File: src/rtl/hamming_pkg.sv
// Shared definitions for the SECDED Hamming encoder: state encoding, sizes and
// the parity/packing functions shared by the encoder and the decoder.
package hamming_pkg;

    localparam int MSG_BITS = 11;
    localparam int CW_BITS  = 16;

    typedef enum logic [2:0] {
        ST_IDLE  = 3'd0,
        ST_RD_LO = 3'd1,
        ST_RD_HI = 3'd2,
        ST_CAP   = 3'd3,
        ST_WR_LO = 3'd4,
        ST_WR_HI = 3'd5,
        ST_DONE  = 3'd6
    } state_t;

    // Returns {p8, p4, p2, p1, p0}; p0 covers data and the four Hamming bits.
    function automatic logic [4:0] enc_parity(input logic [MSG_BITS:1] d);
        logic p8, p4, p2, p1, p0;
        p8 = ^d[11:5];
        p4 = (^d[11:8]) ^ (^d[4:2]);
        p2 = d[11] ^ d[10] ^ d[7] ^ d[6] ^ d[4] ^ d[3] ^ d[1];
        p1 = d[11] ^ d[9] ^ d[7] ^ d[5] ^ d[4] ^ d[2] ^ d[1];
        p0 = (^d) ^ p8 ^ p4 ^ p2 ^ p1;
        return {p8, p4, p2, p1, p0};
    endfunction

    function automatic logic [CW_BITS-1:0] pack_codeword(input logic [MSG_BITS:1] d);
        logic [4:0] p;
        p = enc_parity(d);
        return {d[11:5], p[4], d[4:2], p[3], d[1], p[2], p[1], p[0]};
    endfunction

endpackage

File: src/rtl/hamming_enc_core.sv
// Combinational 11-bit message to 16-bit SECDED codeword encoder.
module hamming_enc_core
    import hamming_pkg::*;
(
    input  logic [MSG_BITS:1]  i_data,
    output logic [CW_BITS-1:0] o_codeword
);

    assign o_codeword = pack_codeword(i_data);

endmodule

File: src/rtl/hamming_enc_engine.sv
// Memory-walking SECDED encoder: reads NUM_MSG raw messages, writes codewords.
// All outputs are registered and decoded from the next state.
module hamming_enc_engine
    import hamming_pkg::*;
#(
    parameter int NUM_MSG  = 15,
    parameter int SRC_BASE = 0,
    parameter int DST_BASE = 30,
    parameter int ADDR_W   = 8
) (
    input  logic              clk,
    input  logic              reset,
    input  logic              req,
    output logic              done,
    output logic              busy,
    output logic [ADDR_W-1:0] mem_addr,
    output logic              mem_rd_en,
    input  logic [7:0]        mem_rdata,
    output logic              mem_wr_en,
    output logic [7:0]        mem_wdata
);

    localparam int IDX_W = (NUM_MSG > 1) ? $clog2(NUM_MSG) : 1;
    localparam logic [IDX_W-1:0] LAST_IDX = IDX_W'(NUM_MSG - 1);

    state_t              r_state, w_state_d;
    logic [IDX_W-1:0]    r_idx, w_idx_d;
    logic [7:0]          r_lo, w_lo_d;
    logic [2:0]          r_hi, w_hi_d;
    logic [ADDR_W-1:0]   w_addr_d;
    logic                w_rd_d, w_wr_d, w_done_d, w_busy_d;
    logic [7:0]          w_wdata_d;
    logic [CW_BITS-1:0]  w_cw;
    logic [ADDR_W-1:0]   w_off, w_src, w_dst;

    // The codeword is formed from the next-cycle data registers so that the
    // registered write data lines up with the WR_LO/WR_HI states.
    hamming_enc_core u_core (
        .i_data     ({w_hi_d, w_lo_d}),
        .o_codeword (w_cw)
    );

    assign w_off = ADDR_W'({w_idx_d, 1'b0});
    assign w_src = ADDR_W'(SRC_BASE) + w_off;
    assign w_dst = ADDR_W'(DST_BASE) + w_off;

    // Next-state, message counter and data capture.
    always_comb begin
        w_state_d = r_state;
        w_idx_d   = r_idx;
        w_lo_d    = r_lo;
        w_hi_d    = r_hi;
        case (r_state)
            ST_IDLE, ST_DONE: begin
                if (req) begin
                    w_state_d = ST_RD_LO;
                    w_idx_d   = {IDX_W{1'b0}};
                end else begin
                    w_state_d = r_state;
                end
            end
            ST_RD_LO: w_state_d = ST_RD_HI;
            ST_RD_HI: begin
                w_lo_d    = mem_rdata;
                w_state_d = ST_CAP;
            end
            ST_CAP: begin
                w_hi_d    = mem_rdata[2:0];
                w_state_d = ST_WR_LO;
            end
            ST_WR_LO: w_state_d = ST_WR_HI;
            ST_WR_HI: begin
                if (r_idx == LAST_IDX) begin
                    w_state_d = ST_DONE;
                end else begin
                    w_idx_d   = r_idx + {{(IDX_W-1){1'b0}}, 1'b1};
                    w_state_d = ST_RD_LO;
                end
            end
            default: w_state_d = ST_IDLE;
        endcase
    end

    // Output decode from the next state, registered below.
    always_comb begin
        w_addr_d  = {ADDR_W{1'b0}};
        w_rd_d    = 1'b0;
        w_wr_d    = 1'b0;
        w_wdata_d = 8'h00;
        w_done_d  = 1'b0;
        w_busy_d  = 1'b0;
        case (w_state_d)
            ST_RD_LO: begin
                w_addr_d = w_src;
                w_rd_d   = 1'b1;
                w_busy_d = 1'b1;
            end
            ST_RD_HI: begin
                w_addr_d = w_src + {{(ADDR_W-1){1'b0}}, 1'b1};
                w_rd_d   = 1'b1;
                w_busy_d = 1'b1;
            end
            ST_CAP:   w_busy_d = 1'b1;
            ST_WR_LO: begin
                w_addr_d  = w_dst;
                w_wr_d    = 1'b1;
                w_wdata_d = w_cw[7:0];
                w_busy_d  = 1'b1;
            end
            ST_WR_HI: begin
                w_addr_d  = w_dst + {{(ADDR_W-1){1'b0}}, 1'b1};
                w_wr_d    = 1'b1;
                w_wdata_d = w_cw[15:8];
                w_busy_d  = 1'b1;
            end
            ST_DONE:  w_done_d = 1'b1;
            default:  w_done_d = 1'b0;
        endcase
    end

    // State, data and output registers with asynchronous abort.
    always_ff @(posedge clk or negedge reset) begin
        if (!reset) begin
            r_state   <= ST_IDLE;
            r_idx     <= {IDX_W{1'b0}};
            r_lo      <= 8'h00;
            r_hi      <= 3'b000;
            mem_addr  <= {ADDR_W{1'b0}};
            mem_rd_en <= 1'b0;
            mem_wr_en <= 1'b0;
            mem_wdata <= 8'h00;
            done      <= 1'b0;
            busy      <= 1'b0;
        end else begin
            r_state   <= w_state_d;
            r_idx     <= w_idx_d;
            r_lo      <= w_lo_d;
            r_hi      <= w_hi_d;
            mem_addr  <= w_addr_d;
            mem_rd_en <= w_rd_d;
            mem_wr_en <= w_wr_d;
            mem_wdata <= w_wdata_d;
            done      <= w_done_d;
            busy      <= w_busy_d;
        end
    end

endmodule

File: config.mk
export PLATFORM = sky130hd
export DESIGN_NAME = hamming_enc_engine
export DESIGN_NICKNAME = d
export VERILOG_FILES = /design/src/rtl/hamming_pkg.sv /design/src/rtl/hamming_enc_core.sv /design/src/rtl/hamming_enc_engine.sv
export SDC_FILE = /design/constraint.sdc
export NUM_CORES = 1
export LEC_CHECK = 0
export ABC_AREA = 1
export CAP_MARGIN = 20
export CORE_UTILIZATION = 51
export CTS_BUF_LIST = sky130_fd_sc_hd__clkbuf_8
export CTS_CLUSTER_SIZE = 8
export DETAILED_ROUTE_END_ITERATION = 7
export GPL_TIMING_DRIVEN = 0
export PLACE_DENSITY_LB_ADDON = 0.3
export SYNTH_ARGS = -nofsm -noshare
export SYNTH_HDL_FRONTEND = slang
export SYNTH_HIERARCHICAL = 1
export SYNTH_SLANG_ARGS = --single-unit
File: constraint.sdc
create_clock -name clk -period 2.1 [get_ports clk]
set_input_delay 0.42 -clock clk [delete_from_list [all_inputs] [get_ports clk]]
set_output_delay 0.42 -clock clk [all_outputs]
set_load 0.01 [all_outputs]
## After elaboration in Yosys (flattened, before gate mapping)

Cells that the tools add are included.

- Flip-flop bits (word level): 38
- Bits of input ports: 11

- $add $sub $neg: 4
- Reductions and logical operators: 9
- Bitwise operators: 17
- Equal/unequal tests: 13
- Mux-type cells: 14

Operators with widths:

| cell | count |
|---|---|
| $pmux W7 S4 | 1 |
| $eq A3 B3 Y1 const B | 6 |
| $pmux W3 S6 | 1 |
| $xor A1 B1 Y1 | 17 |
| $pmux W8 S2 | 1 |
| $eq A3 B2 Y1 const B | 4 |
| $reduce_xor A11 Y1 | 1 |
| $mux W3 | 3 |
| $mux W4 | 2 |
| $mux W8 | 1 |
| $pmux W4 S2 | 1 |
| $add A6 B1 Y7 const B | 1 |
| $reduce_xor A7 Y1 | 1 |
| $add A5 B1 Y6 const B | 1 |
| $add A5 B5 Y6 const A | 1 |
| $eq A3 B1 Y1 const B | 2 |
| $reduce_or A2 Y1 | 3 |
| $reduce_or A5 Y1 | 1 |
| $add A4 B1 Y4 const B | 1 |
| $eq A4 B4 Y1 const B | 1 |
| $mux W1 | 4 |
| $reduce_xor A4 Y1 | 1 |
| $logic_not A3 Y1 | 1 |
| $reduce_xor A3 Y1 | 1 |

## Logic depth before layout (Yosys ltp)

Gate-level depths: netlist of run 1.

- Depth in word-level cells: 11
- Mapped depth: 17
- Gate-level depth less buffers: 16

## By module

Netlist of run 1, hierarchy kept.

By module, submodules not included:

| module | times used | area an instance (um^2) | cells an instance |
|---|---|---|---|
| hamming_enc_engine | 1 | 1727.9 | 184 |
| hamming_enc_core | 1 | 549.3 | 104 |

## Least setup slack after synthesis of run 1

Ideal clock, no wire load.

- Kind: register -> register
- Start point: reg r_state[2]
- End point: reg mem_wdata[0]
- Data required time: 2.017 ns
- Buffers on the path: 1
- Data arrival time: 2.171 ns
- Slack: -0.153 ns
- Stages on the path, launching flop included: 17
- Path through: dfrtp_1 -> inv_2 -> nand3_1 -> clkbuf_1 -> o21ai_0 -> inv_2 -> nand2_2 -> nand2_1 -> nand2_1 -> nand2_2 -> inv_2 -> nand2_2 -> nand2_2 -> nand2_1 -> nand2_1 -> inv_1 -> o21ai_0

- Elaborated cells on any way between the ends: 36

RTL lines:

| what | RTL line | RTL |
|---|---|---|
| start, declared | hamming_enc_engine.sv:26 | `state_t r_state, w_state_d;` |
| start signal, assigned | hamming_enc_engine.sv:135 | `r_state <= w_state_d;` |
| $eq A3 B2 Y1 | hamming_enc_engine.sv:53 | `case (r_state)` |
| $mux W3 | hamming_enc_engine.sv:53 |  |
| via w_hi_d[0] | hamming_enc_engine.sv:29 | `logic [2:0] r_hi, w_hi_d;` |
| $xor A1 B1 Y1 (6 in series) | hamming_pkg.sv:24 | `p1 = d[11] ^ d[9] ^ d[7] ^ d[5] ^ d[4] ^ d[2] ^ d[1];` |
| via w_cw[1] | hamming_enc_engine.sv:33 | `logic [CW_BITS-1:0] w_cw;` |
| $xor A1 B1 Y1 | hamming_pkg.sv:25 | `p0 = (^d) ^ p8 ^ p4 ^ p2 ^ p1;` |
| via w_cw[0] | hamming_enc_engine.sv:33 |  |
| $pmux W8 S2 | hamming_enc_engine.sv:92 | `case (w_state_d)` |
| via w_wdata_d[0] | hamming_enc_engine.sv:32 | `logic [7:0] w_wdata_d;` |
| end signal, assigned | hamming_enc_engine.sv:142 | `mem_wdata <= w_wdata_d;` |
| end, declared | hamming_enc_engine.sv:20 | `output logic [7:0] mem_wdata` |

The timed path passes the listed nets, and every way through them passes these cells.

## Worst setup path after layout of run 1

- Start point: reg r_state[2]
- End point: reg mem_wdata[0]

- Elaborated cells on any way between the ends: 36

RTL lines:

| what | RTL line | RTL |
|---|---|---|
| $eq A3 B2 Y1 (*) | hamming_enc_engine.sv:53 |  |
| $mux W8 (*) | hamming_enc_engine.sv:53 |  |
| via w_lo_d[3] | hamming_enc_engine.sv:28 | `logic [7:0] r_lo, w_lo_d;` |
| $reduce_xor A11 Y1 (tied with other cells) | hamming_pkg.sv:25 |  |
| $xor A1 B1 Y1 (on tied branches) | hamming_pkg.sv:25, hamming_pkg.sv:22, hamming_pkg.sv:23 |  |
| $xor A1 B1 Y1 (on tied branches) | hamming_pkg.sv:25, hamming_pkg.sv:23 |  |
| $xor A1 B1 Y1 | hamming_pkg.sv:25 |  |
| $xor A1 B1 Y1 (*) | hamming_pkg.sv:25 |  |
| via w_cw[0] | hamming_enc_engine.sv:33 |  |
| $pmux W8 S2 (*) | hamming_enc_engine.sv:92 |  |
| via w_wdata_d[0] | hamming_enc_engine.sv:32 |  |

Mark *: on every way through the listed nets, which the timed path passes. The rest lies on a longest branch.

==> reports/metrics.yaml, run 1 <==
cp_max_fo: 6
relSlewSlack_pct: 49.4
dpl_cell_area_um2: 2620
numCtsBuffers: 5
dieArea_um2: 4740
rr_startpoint: "r_state[2]"
min-delay-path-class: "primary input to async pin"
maxCapViolCount: 0
fin_setup_tns_ps: 0
yosys.area.top_type: "dfrtp_1"
antenna_cells: 0
peakVddDrop_mv: 1.06
clockRootBuffer: "clkbuf_8"
die_h_um: 68.8
yosysWarnings: 6
cp_data_arrival_time_ps: 2200
fmaxAchievable_mhz: 493
worst_r2r_endpoint: "mem_wdata[0]"
yosysTopAreaCellShare_pct: 39.6
overflow: 0
first_pass_iters: 4
setup_viol: 0
antenna_left: 0
rr_worst_depth: 16
hold_viol: 0
totalPowerFinal_w: 0.00591
power_density_nw_per_um2: 1960
status: "finished clean"
reg2reg_slack_ps: 70
synthArstFlopShare_pct: 100
cts_buffer_depth: 2
hpwl_um: 3250
period_share_pct: 96.5
clkTransAtPathRegs_ps: 70
grt_pass1_vias: 1649
synth.most_common_cell: "nand2_1"
drive_gt1_share_pct: 31.6
wl_um: 5120
grt_pass1_wl_um: 7450
io_pins: 31
port_buffers: 28
postLayoutCellArea_um2: 3010
synth_area_um2: 2280
synth_common_cells: "nand2_1, dfrtp_1, inv_1"
synth.distinct_cells: 31
slew_viol_final: 0
avgViaCountPerCell: 5.05
worstPathRequired_ps: 2270
grt_usage_pct: 21.8
clk_latency_ps: 290
htree_levels: 2
synth_edf_count: 0
tightest_slew_ps: 760
synthTopCellsByArea: "dfrtp_1, nand2_1, inv_1"
core_um2: 4140
worstSetupPathType: "flop to flop"
cts_tree: "done"
routedWlPerCell_um: 13.0
ys_ff_latch: 36
rows: 23
drc_errors: 0
nets: 355
finalCriticalPeriod_ps: 2030
drtIter0Drc: 114
synthToLayoutAreaGrowth_pct: 32.3
start_util_pct: 55.0
gp_congestion: 0.821
skew_ps: 4.92
cts_hold_buf: 0
vias: 1979
grt_max_degree: 37
cp-start-kind: "flop"
cts.sinks: 36
die_w_um: 68.8
synthFlopType: "dfrtp_1"
avgSynthCellArea_um2: 7.91
synth_cells: 288
yosysSeqAreaShare_pct: 39.6
end_kind: "flop"
antenna_found_initial: 0
leakage_nw: 1.56
==> cell type report <==
type,instances,area [um2]
inverter,44,170
sequential,36,905
tap,50,62.6
multi-input combinational,190,1190
buffer,19,160
fill,306,1130
clock inverter,3,18.8
clock buffer,5,68.8
timing repair buffer,45,437
==> critical path, cell delays in order (launching register included) <==
cell     delay (ps)
dfrtp_2         450
inv_4           100
nand3_4         110
buf_8           160
mux2_4          340
inv_2            70
nand2_1          70
nand2_2         100
nand2_2          60
nand2_2          70
nand2_1          50
nand2_1          80
inv_1            40
nand2_1          50
nand2_1          40
inv_1            40
o21ai_1          60
==> layout by cell type, fill, tap and decap left out, types with 6 or more instances in the layout <==
cell type / netlist / routed
buf_4: 13 / 27
clkdlybuf4s50_1: 0 / 27
dfrtp_1: 36 / 33
inv_1: 36 / 36
inv_2: 8 / 6
nand2_1: 69 / 65
nand2_2: 13 / 17
nand3_1: 25 / 23
nor2_1: 17 / 16
o21ai_0: 14 / 6
o21ai_1: 4 / 6
xor2_1: 7 / 7
==> routing by layer <==
metal,part of all wire [%],GRT usage [%],up-vias,wire length [um]
li1,-,-,985,-
met1,44,31.0,911,2270
met2,47,31.9,71,2400
met3,6.4,5.26,12,328
met4,2.2,8.16,0,114
met5,0,0,-,0
==> stage by stage <==
stage	utilization, %	hold WS, ps	cells	setup slack [ps]
final	72.7	197	392	73.6
after global placement	63.3	515	367	-271
after CTS	66.6	224	375	-15.3
after detailed placement	63.2	533	367	-311
after floorplan	-	124	289	16.6
after global routing	72.7	261	392	-64.7
==> power breakdown <==
group | leakage, nW | switching, W | total (W) | internal, W
clock network | 0.0479 | 0.000246 | 0.000477 | 0.000231
logic | 1.06 | 0.00235 | 0.00428 | 0.00193
registers | 0.459 | 0.000168 | 0.00115 | 0.000983
total | 1.56 | 0.00277 | 0.00591 | 0.00314
==> sequential cells by signal, summed over array words and instances (netlist names) <==
signal     count
mem_wdata      8
r_lo           8
mem_addr       6
r_idx          4
r_hi           3
r_state        3
busy           1
done           1
mem_rd_en      1
mem_wr_en      1
==> how the worst max path moves through the flow <==
stage | slack, ps | cells after the start | end | from
CTS | -20 | 16 | mem_wdata[0] | r_state[0]
finish | 70 | 16 | mem_wdata[0] | r_state[2]
detailed placement | -310 | 16 | mem_wdata[0] | r_state[2]
floorplan | 20 | 16 | mem_wdata[0] | r_state[2]
global placement | -270 | 16 | mem_wdata[0] | r_state[2]
global route | -60 | 16 | mem_wdata[0] | r_state[0]
==> cell families (layout without fill, tap and decap cells) <==
logic type / after synthesis / count (layout) / synth area share [%]
and+or+nand+nor: 147 / 147 / 32.6
AOI/OAI and AO/OA: 20 / 20 / 4.45
muxes: 5 / 6 / 2.47
adders and majority gates: 3 / 3 / 1.65
buffers and inverters: 64 / 116 / 13.8
DFF: 36 / 36 / 39.6
other: 1 / 2 / 0.165
xor gates and xnor gates: 12 / 12 / 5.28
==> what timing repair did <==
action,in CTS,in global routing
pin swaps,0,11
setup buffers,0,16
resized for setup,19,25
gates cloned,0,2
setup endpoints to repair,4,4
Note: power is estimated with default switching activity, not from simulation.
==> inputs of run 2 (changes only) <==
==> constraint.sdc (replaced) <==
create_clock -name clk -period 2.1 [get_ports clk]
set_input_delay 0.63 -clock clk [delete_from_list [all_inputs] [get_ports clk]]
set_output_delay 0.63 -clock clk [all_outputs]
set_load 0.01 [all_outputs]
==> reports/metrics.yaml, run 2 (same netlist as run 1, synthesis figures left out) <==
setup_slack_ps: 38.7  # -34.9 ps
worst_r2r_endpoint: "mem_wdata[0]"
power_density_nw_per_um2: 1940  # -1.1%
vias: 1933  # -2.3%
antenna_left: 0  # unchanged
slew_viol_final: 0  # unchanged
combinationalPowerShare_pct: 71.4  # -1.0 points
port_buffers: 28  # unchanged
grt_pass1_vias: 1666  # +1.0%
hold_viol: 0  # unchanged
mostFrequentLayoutCells: "nand2_1, inv_1, dfrtp_1"
status: "finished clean"
grt_usage_pct: 22.5  # +0.66 points
dpl_cell_area_um2: 2620  # unchanged
leakage_nw: 1.51  # -3.2%
rows: 23  # unchanged
rr_worst_depth: 17  # +1
period_share_pct: 98.2  # +1.7 points
start_util_pct: 55.0  # unchanged
drive_gt1_share_pct: 30.3  # -1.2 points
final_common_cell: "nand2_1"
die_w_um: 68.8  # unchanged
clockRootBuffer: "clkbuf_8"
end_kind: "flop"
p_seq_share_pct: 20.1  # +0.6 points
grt_max_degree: 37  # unchanged
totalPowerFinal_w: 0.00569  # -3.6%
clockPowerShare_pct: 8.5  # +0.4 points
clkTransAtPathRegs_ps: 80  # about the same
clk_latency_ps: 290  # about the same
skew_ps: 6.98  # +2.06 ps
io_pins: 31  # unchanged
first_pass_iters: 4  # unchanged
worstPathRequired_ps: 2280  # about the same
antenna_found_initial: 0  # unchanged
drc_errors: 0  # unchanged
numCtsBuffers: 5  # unchanged
finalCriticalPeriod_ps: 2060  # +34.9 ps
cts_hold_buf: 0  # unchanged
routedWlPerCell_um: 13.0  # -0.73%
fmaxAchievable_mhz: 485  # -1.7%
largestRegisters: "mem_wdata: 8 flops, r_lo: 8 flops, mem_addr: 6 flops"
power.switching_w: 0.00271  # -2.1%
postLayoutCellArea_um2: 2930  # -2.6%
htree_levels: 2  # unchanged
cts.sinks: 36  # unchanged
dieArea_um2: 4740  # unchanged
swShare_pct: 47.6  # +0.74 points
grt_setup_unrepaired: "yes"
worstSetupPathType: "flop to flop"
min-delay-path-class: "primary input to async pin"
gp_congestion: 0.821  # unchanged
cts_buffer_depth: 2  # unchanged
tightest_slew_ps: 763  # +3.54 ps
grt_pass1_wl_um: 7650  # +2.8%
cts_tree: "done"
peakVddDrop_mv: 0.949  # -10%
pre_cts_slack_ps: -477  # -166 ps
nets: 346  # -2.5%
p_int_w: 0.00298  # -5.0%
reg2reg_slack_ps: 40  # -30 ps
drtIter0Drc: 102  # -11%
die_h_um: 68.8  # unchanged
cp_data_arrival_time_ps: 2240  # +40 ps
hpwl_um: 3250  # unchanged
cp-start-kind: "flop"
rr_startpoint: "r_state[2]"
setup_viol: 0  # unchanged
cp_max_fo: 6  # unchanged
core_um2: 4140  # unchanged
maxCapViolCount: 0  # unchanged
synthToLayoutAreaGrowth_pct: 28.8
antenna_cells: 0  # unchanged
wl_um: 4960  # -3.0%
overflow: 0  # unchanged
avgViaCountPerCell: 5.05  # about the same
relSlewSlack_pct: 49.1  # -0.24 points
fin_setup_tns_ps: 0  # unchanged
-- run 2: layer usage --
metal  GRT usage (%)  wire length, um  vias up
li1                -                -      962
met1            31.6             2280      890
met2            33.2             2320       68
met3            5.43              251       13
met4            8.42              104        0
met5               0                0        -
-- run 2: what timing repair did --
action	4_1_cts	5_1_grt
gates resized for setup	21	21
endpoints found under the setup margin	4	4
setup buffers	2	6
cloned	0	1
pin swaps	0	14
endpoints found under the hold margin	0	0
-- run 2: metrics by stage --
stage,util [%],hold slack (ps),instances
after floorplan,-,334,289
after global placement,63.3,515,367
after detailed placement,63.2,533,367
after CTS,67.1,434,377
after global routing,70.8,472,383
final,70.8,400,383
-- run 2: critical path, stage by stage (launching register included) --
cell,delay [ps]
dfrtp_2,450
inv_4,100
nand3_4,90
buf_12,140
clkbuf_16,140
mux2_4,340
inv_2,70
nand2_1,50
nand2_1,80
nand2_2,60
nand2_2,70
nand2_1,50
nand2_1,70
inv_1,40
nand2_1,40
nand2_1,50
inv_1,50
o21ai_1,50
-- run 2: power by group through the flow --
stage	registers [W]	clock network (W)	logic, W
6_report	0.00114	0.000482	0.00407
3_5_place_dp	0.00114	0	0.00348
3_3_place_gp	0.00113	0	0.00340
5_1_grt	0.00117	0.000529	0.00452
2_1_floorplan	0.00117	0	0.00270
4_1_cts	0.00113	0.000495	0.00363
-- run 2: final cells by class --
class	instances	area, um2
sequential	36	905
tap	50	62.6
timing repair buffer	37	373
buffer	19	156
clock inverter	3	18.8
fill	318	1210
multi-input combinational	189	1180
clock buffer	5	68.8
inverter	44	170
-- run 2: worst max path at each step --
stage	from	to	cells after the start
final	r_state[2]	mem_wdata[0]	17
after global routing	r_state[2]	mem_wdata[4]	13
after CTS	r_state[2]	mem_wdata[0]	16
after detailed placement	mem_rdata[2]	mem_wdata[2]	10
after global placement	mem_rdata[1]	mem_wdata[0]	14
after floorplan	r_state[2]	mem_wdata[0]	16
